File: config.mk
export PLATFORM = sky130hd
export DESIGN_NAME = vram_arbiter
export DESIGN_NICKNAME = d
export VERILOG_FILES = /design/src/rtl/vram_arbiter.sv
export SDC_FILE = /design/constraint.sdc
export NUM_CORES = 1
export LEC_CHECK = 0
export BUFFER_PORTS_ARGS = -buffer_cell sky130_fd_sc_hd__buf_2
export CAP_MARGIN = 20
export CORE_MARGIN = 8
export CORE_UTILIZATION = 44
export DETAILED_ROUTE_END_ITERATION = 16
export PLACE_DENSITY = 0.79
export SYNTH_ARGS = -nofsm -noshare
export SYNTH_HDL_FRONTEND = slang
export SYNTH_SLANG_ARGS = --single-unit
File: constraint.sdc
create_clock -name clk -period 1.7 [get_ports clk]
set_input_delay 0.085 -clock clk [delete_from_list [all_inputs] [get_ports clk]]
set_output_delay 0.085 -clock clk [all_outputs]
set_load 0.02 [all_outputs]
File: src/rtl/vram_arbiter.sv
// vram_arbiter: shares one single-port screen RAM between VGA scan-out
// and the CPU, with a hardware clear sequencer and a posted write buffer.
module vram_arbiter #(
    parameter int ADDR_W         = 13,
    parameter int DATA_W         = 16,
    parameter int STARVE_LIMIT   = 8,
    parameter bit CLEAR_ON_RESET = 1'b1
) (
    input  logic              clk,
    input  logic              reset,
    input  logic              vga_req,
    input  logic [ADDR_W-1:0] vga_addr,
    output logic              vga_gnt,
    output logic              vga_valid,
    output logic [DATA_W-1:0] vga_data,
    input  logic              cpu_req,
    input  logic              cpu_we,
    input  logic [ADDR_W-1:0] cpu_addr,
    input  logic [DATA_W-1:0] cpu_wdata,
    output logic              cpu_gnt,
    output logic              cpu_rvalid,
    output logic [DATA_W-1:0] cpu_rdata,
    input  logic              clear_start,
    output logic              clear_busy,
    output logic              ram_en,
    output logic              ram_we,
    output logic [ADDR_W-1:0] ram_addr,
    output logic [DATA_W-1:0] ram_wdata,
    input  logic [DATA_W-1:0] ram_rdata
);

    typedef enum logic [1:0] {
        ST_CLEAR,
        ST_RUN,
        ST_FLUSH
    } state_t;

    typedef enum logic [1:0] {
        SL_NONE,
        SL_VGA,
        SL_DRAIN,
        SL_CRD
    } slot_t;

    localparam state_t RST_STATE = CLEAR_ON_RESET ? ST_CLEAR : ST_RUN;
    localparam int SW = $clog2(STARVE_LIMIT + 1);
    localparam logic [SW-1:0] STARVE_MAX = SW'(STARVE_LIMIT);
    localparam logic [ADDR_W-1:0] CLR_LAST = '1;

    state_t state;
    state_t state_nxt;

    logic [ADDR_W-1:0] clr_cnt;
    logic [SW-1:0]     starve_cnt;

    logic              buf_full;
    logic [ADDR_W-1:0] buf_addr;
    logic [DATA_W-1:0] buf_data;

    logic              vga_from_ram;

    slot_t slot;
    logic  cpu_rd_req;
    logic  cpu_side;
    logic  boost;
    logic  drain;
    logic  cpu_won;
    logic  wr_acc;
    logic  buf_full_nxt;

    logic              vga_gnt_c;
    logic              cpu_gnt_c;
    logic              en_c;
    logic              we_c;
    logic [ADDR_W-1:0] addr_c;
    logic [DATA_W-1:0] wdata_c;

    // Slot arbitration: boosted CPU side, then VGA, then drain, then CPU read.
    always_comb begin
        cpu_rd_req = (state == ST_RUN) && cpu_req && !cpu_we;
        cpu_side   = buf_full || cpu_rd_req;
        boost      = cpu_side && (starve_cnt == STARVE_MAX);
        slot       = SL_NONE;
        if (state != ST_CLEAR) begin
            if (boost) begin
                slot = buf_full ? SL_DRAIN : SL_CRD;
            end else if (vga_req) begin
                slot = SL_VGA;
            end else if (buf_full) begin
                slot = SL_DRAIN;
            end else if (cpu_rd_req) begin
                slot = SL_CRD;
            end
        end
        drain        = (slot == SL_DRAIN);
        cpu_won      = drain || (slot == SL_CRD);
        wr_acc       = (state == ST_RUN) && cpu_req && cpu_we
                       && (!buf_full || drain);
        buf_full_nxt = wr_acc || (buf_full && !drain);
    end

    // State register.
    always_ff @(posedge clk or negedge reset) begin
        if (!reset) begin
            state <= RST_STATE;
        end else begin
            state <= state_nxt;
        end
    end

    // Next-state: a full buffer is flushed before the clear begins.
    always_comb begin
        state_nxt = state;
        unique case (state)
            ST_CLEAR: begin
                if (clr_cnt == CLR_LAST) begin
                    state_nxt = ST_RUN;
                end
            end
            ST_RUN: begin
                if (clear_start) begin
                    state_nxt = buf_full_nxt ? ST_FLUSH : ST_CLEAR;
                end
            end
            ST_FLUSH: begin
                if (drain) begin
                    state_nxt = ST_CLEAR;
                end
            end
            default: state_nxt = RST_STATE;
        endcase
    end

    // Outputs: grants and the RAM command for the winning slot.
    always_comb begin
        vga_gnt_c = 1'b0;
        cpu_gnt_c = 1'b0;
        en_c      = 1'b0;
        we_c      = 1'b0;
        addr_c    = '0;
        wdata_c   = '0;
        if (state == ST_CLEAR) begin
            vga_gnt_c = vga_req;
            en_c      = 1'b1;
            we_c      = 1'b1;
            addr_c    = clr_cnt;
        end else begin
            vga_gnt_c = (slot == SL_VGA);
            cpu_gnt_c = wr_acc || (slot == SL_CRD);
            unique case (slot)
                SL_VGA: begin
                    en_c   = 1'b1;
                    addr_c = vga_addr;
                end
                SL_DRAIN: begin
                    en_c    = 1'b1;
                    we_c    = 1'b1;
                    addr_c  = buf_addr;
                    wdata_c = buf_data;
                end
                SL_CRD: begin
                    en_c   = 1'b1;
                    addr_c = cpu_addr;
                end
                default: begin
                end
            endcase
        end
    end

    // While reset is held every command and grant is forced low.
    assign vga_gnt    = reset & vga_gnt_c;
    assign cpu_gnt    = reset & cpu_gnt_c;
    assign ram_en     = reset & en_c;
    assign ram_we     = reset & we_c;
    assign ram_addr   = reset ? addr_c : '0;
    assign ram_wdata  = reset ? wdata_c : '0;
    assign clear_busy = (state != ST_RUN);

    // Clear address counter, restarted on every entry into CLEAR.
    always_ff @(posedge clk or negedge reset) begin
        if (!reset) begin
            clr_cnt <= '0;
        end else if (state != ST_CLEAR && state_nxt == ST_CLEAR) begin
            clr_cnt <= '0;
        end else if (state == ST_CLEAR) begin
            clr_cnt <= clr_cnt + 1'b1;
        end
    end

    // Posted write buffer: a new write may replace an entry draining now.
    always_ff @(posedge clk or negedge reset) begin
        if (!reset) begin
            buf_full <= 1'b0;
            buf_addr <= '0;
            buf_data <= '0;
        end else if (wr_acc) begin
            buf_full <= 1'b1;
            buf_addr <= cpu_addr;
            buf_data <= cpu_wdata;
        end else if (drain) begin
            buf_full <= 1'b0;
        end
    end

    // Starvation counter: counts CPU-side losses, saturating.
    always_ff @(posedge clk or negedge reset) begin
        if (!reset) begin
            starve_cnt <= '0;
        end else if (state != ST_CLEAR && cpu_side) begin
            if (cpu_won) begin
                starve_cnt <= '0;
            end else if (starve_cnt != STARVE_MAX) begin
                starve_cnt <= starve_cnt + 1'b1;
            end
        end
    end

    // Read-return flags, one cycle behind the accepting grant.
    always_ff @(posedge clk or negedge reset) begin
        if (!reset) begin
            vga_valid    <= 1'b0;
            vga_from_ram <= 1'b0;
            cpu_rvalid   <= 1'b0;
        end else begin
            vga_valid    <= vga_gnt_c;
            vga_from_ram <= (slot == SL_VGA);
            cpu_rvalid   <= (slot == SL_CRD);
        end
    end

    // VGA reads during CLEAR return zero without touching the RAM.
    assign vga_data  = vga_from_ram ? ram_rdata : '0;
    assign cpu_rdata = cpu_rvalid ? ram_rdata : '0;

endmodule
# == Word level (Yosys, flattened, before mapping) ==
# Index checks and enable logic that the tools add are counted.
# op_classes
addsub,2
n_eq_ne,9
n_mux,31
bitwise_logic,4
reduce_logical,24
# op_table
operator,n
16-bit 2-to-1 mux,5
13-bit 2-to-1 mux,4
13-bit case mux with 3 select lines,1
2-bit 2-to-1 mux,9
13-bit by 1-bit adder with 13-bit output (second input constant),1
13-bit equality test (second input constant),1
1-bit 2-to-1 mux,9
1-bit logical AND,8
4-bit 2-to-1 mux,2
2-bit nonzero test,4
2-bit equality test (second input constant),3
2-bit case mux with 3 select lines,1
1-bit logical OR,5
4-bit by 1-bit adder with 4-bit output (second input constant),1
1-bit bitwise AND,4
2-bit by 1-bit equality test with 1-bit output (second input constant),2
4-bit equality test (second input constant),1
2-bit zero test,2
4-bit inequality test (second input constant),1
1-bit zero test,3
3-bit OR reduction,1
2-bit by 1-bit inequality test with 1-bit output (second input constant),1
2-bit AND reduction,1
# word_totals
register_bits,52
in_bits,64
out_inout_bits,68
elab_cells,79

# == Depth between registers and ports, before layout ==
# logic_depth
word_depth,18
ltp_mapped,7
mapped_depth_nobuf,6

# == Worst setup path after synthesis ==
# Ideal clock, no wire load.
# synth_timing
path_kind,register to output
startpoint,reg starve_cnt[0]
endpoint,out vga_gnt
t_arrival_ns,1.886
path_slack_ns,-0.271
path_stages_with_launch,8
n_path_buf,1
path_cell_list,dfrtp_1 -> inv_1 -> ha_1 -> nand3b_1 -> buf_2 -> a21oi_2 -> or3_2 -> a21oi_1
# synth_via
elab_chain_len,7
# synth_rtl
element,line_no,rtl
from (decl),54,logic [SW-1:0] starve_cnt;
from (signal assigned),214,starve_cnt <= starve_cnt + 1'b1;
4-bit equality test,82,boost = cpu_side && (starve_cnt == STARVE_MAX);
1-bit logical AND,82,
2-bit 2-to-1 mux,85,if (boost) begin
2-bit 2-to-1 mux,84,if (state != ST_CLEAR) begin
2-bit by 1-bit equality test with 1-bit output,148,vga_gnt_c = (slot == SL_VGA);
1-bit 2-to-1 mux,142,if (state == ST_CLEAR) begin
1-bit bitwise AND,172,assign vga_gnt = reset & vga_gnt_c;
to (decl),13,"output logic vga_gnt,"
# Every way passes these cells.

# == Final worst setup path ==
# layout_timing
startpoint,reg state[1]
endpoint,out ram_addr[9]
# layout_via
elab_chain_len,12
# layout_rtl
element,line_no,rtl
from (decl),50,state_t state;
from (signal assigned),107,state <= state_nxt;
2-bit by 1-bit equality test with 1-bit output,80,cpu_rd_req = (state == ST_RUN) && cpu_req && !cpu_we;
1-bit logical AND (2 in series),80,
2-bit 2-to-1 mux,91,end else if (cpu_rd_req) begin
2-bit 2-to-1 mux,89,end else if (buf_full) begin
2-bit 2-to-1 mux,87,end else if (vga_req) begin
2-bit 2-to-1 mux,85,
2-bit 2-to-1 mux,84,
2-bit equality test / 2-bit by 1-bit equality test with 1-bit output (equally long branches),150,unique case (slot)
13-bit case mux with 3 select lines,150,
13-bit 2-to-1 mux *,142,
13-bit 2-to-1 mux *,176,assign ram_addr = reset ? addr_c : '0;
to (decl),27,"output logic [ADDR_W-1:0] ram_addr,"
# Mark *: on every way between the ends. The rest lies on a longest branch, timed or not.

==> reports/summary.txt <==
CP required: 1.62 ns
Net Count, Synth: 448
outcome: finished with violations
met3 WL: 1.17 mm
critical path class: reg -> out
ys flop type: dfrtp_1
DIE AREA: 10900 sq um
most common cell after layout, fill and taps aside: buf_2
CTS Buffer Depth: 2
CTS tree: yes
leakage power figure: 2.77 nW
Core ar.: 7650 sq um
maxcap violations: 0
I/O Buffers: 131
Tmin final: 2.26 ns
Placed Cells: 636
register area share after synthesis: 0.377
Setup WS post-layout: -0.564 ns
power density cells: 815 nW/um^2
Iter 0 DRT Violations: 292
# setup viols final: 78
Placer Congestion: 0.873
Vias: 4032
Vias/cell: 5.89
clock-pin slew on the worst setup and hold paths: 0.10 ns
# fillers: 510
placed cell area: 4550 sq um
Reg-to-Reg End: buf_data[13]$_DFFE_PN0P_
CTS Sinks: 52
Reg-to-Reg Start: starve_cnt[1]$_DFFE_PN0P_
worst r2r path cells: 10
Design Power: 4.63 mW
routed len/inst: 21.3 um
die height: 105 um
fraction of layout instances using a drive strength above 1: 0.564
top cells by area, synth: dfrtp_1, mux2_2, and2_1
critical path launch point: state[1]$_DFF_PN0_
R2R setup slack: -0.36 ns
ANT cells: 0
CTS H-Tree Depth: 2
worst path cell trace: or3b_4 > a221oi_4 > buf_6 > a211oi_2 > o2111a_2 > buf_6
Worst-Skew Late Latency: 0.31 ns
Final #Nets: 649
dominant delay contributor by cell family on the critical path: compound AO/OA/AOI/OAI gates
Fin Setup TNS: -23.75 ns
top cell type's share of synthesized area: 0.377
Worst EP arrival: 2.18 ns
Row Count: 32
metal2 WL: 7.34 mm
Post-synth EDFFs: 0
Top Metal Used: met4
area growth from synthesis to layout: 64.6%
first-pass GRT wire length: 21.0 mm
VDD IR max: 485 uV
wire length on met1: 5.58 mm
Setup Skew: 0.00723 ns
drt first pass iters: 5
commonest non-fill, non-tap cells in the layout: buf_2, buf_6, dfrtp_1
most used cell, CP: buf_6
Max Fclk: 0.442 GHz
RSZ-0062 raised after global routing: true
crit end category: primary output
Post-Layout Cell Count: 684
area leader, netlist: dfrtp_1
mapped cell area: 3450 sq um
Async SR Flop Fraction: 1.00
Pins Over Slew Limit: 0
GRT Overall Usage: 0.233
initial antenna violation count: 0
Fin. Hold Viols: 0
Syn Area/Cell: 9.05 sq um
flops & latches, synth: 52
number of global-route vias before repair: 4055
part of the cycle the worst path needs: 1.33
Initial Util: 0.451
Layout Utilization: 0.743
DP HPWL: 8.92 mm
CTS buffer count: 5
Die Wd: 105 um
DRT Wirelength: 14.6 mm
WP depth: 6
synthesis warning total: 0
Largest stage delay, worst path: 0.42 ns
Distinct cells, synth: 56
CP Launch Type: flop
crit path buf inv count: 2
fin area: 5680 sq um
ANT nets after route: 0
Critical Path Fanout Max: 4
DRC: 0
root buf cell: clkbuf_8
slowest CP cell: a221oi_4
Tightest Hold Check Type: in -> reg
CP Capture Point: ram_addr[9]
Top-Level Pins: 132
gr ovfl total: 0
worst slew pin tran: 0.582 ns
failing checks: setup timing
Max-Slew Margin vs Limit: 0.612
Post-Syn Instances: 381
largest net degree at the start of global routing: 47
-- state kept, by name, summed over array words and instances (netlist names) --
| register | cells |
|---|---|
| buf_data | 16 |
| buf_addr | 13 |
| clr_cnt | 13 |
| starve_cnt | 4 |
| state | 2 |
| buf_full | 1 |
| cpu_rvalid | 1 |
| vga_from_ram | 1 |
| vga_valid | 1 |
-- cells by family after synthesis --
| logic type | synth area share |
|---|---|
| buffers and inverters | 0.0577 |
| AND/OR/NAND/NOR | 0.243 |
| adder cells (fa/ha/maj) | 0.0109 |
| flip-flops | 0.377 |
| multiplexers | 0.101 |
| AO/OA/AOI/OAI | 0.210 |
-- where the power goes --
group / switching [mW] / total, mW / internal [mW]
logic: 1.15 / 2.24 / 1.09
registers: 0.233 / 1.68 / 1.45
clock network: 0.432 / 0.712 / 0.280
-- timing repair --
action / 4_1_cts / 5_1_grt
endpoints found under the hold margin: 56 / 2
buffers inserted: 15 / 18
resized for setup: 124 / 61
pin swaps: 24 / 34
hold buffers: 5 / 2
endpoints found under the setup margin: 78 / 82
cloned: 4 / 1
-- layout make-up --
type	instances	area (sq um)	area share
clock buffer	5	68.8	0.0121
sequential	52	1300	0.229
multi-input combinational	285	2360	0.415
timing repair buffer	218	1730	0.305
inverter	20	75.1	0.0132
clock inverter	2	12.5	0.00220
tap	102	128	0.0225
-- cell usage after synthesis, drive strengths merged, types with 3 or more instances --
library cell	count
nor2b	6
o2111a	5
or3	13
o211ai	9
nand2	28
o311ai	9
nor2	17
a211oi	10
clkbuf	13
buf	12
nor3	7
mux2	30
a21oi	8
and2	48
o21bai	3
ha	3
dfrtp	52
o21ai	31
or2	4
and3	3
nand3	14
inv	20
a22o	10
-- worst min-delay path by stage --
stage	from	to	slack [ns]	cells after the start
4_1_cts	cpu_wdata[5]	buf_data[5]$_DFFE_PN0P_	0.0004	2
2_1_floorplan	reset	buf_addr[0]$_DFFE_PN0P_	-0.21	0
3_3_place_gp	reset	buf_data[9]$_DFFE_PN0P_	0.14	2
5_1_grt	cpu_wdata[7]	buf_data[7]$_DFFE_PN0P_	0.005	2
6_report	cpu_wdata[0]	buf_data[0]$_DFFE_PN0P_	0.009	2
3_5_place_dp	reset	buf_data[9]$_DFFE_PN0P_	0.14	2
-- per-layer routing --
layer / track usage / vias up
li1: - / 1782
met1: 0.262 / 1976
met2: 0.413 / 232
met3: 0.0645 / 42
met4: 0.0776 / 0
met5: 0 / -
-- metrics by stage --
stage	worst slack, ns	hold WS (ns)
after floorplan	-0.0688	-0.211
after global routing	-0.632	0.00527
final	-0.564	0.00872
after CTS	-0.497	0.000410
after global placement	-0.223	0.139
after detailed placement	-0.342	0.140
No activity file was read; power rests on OpenSTA's default activity.
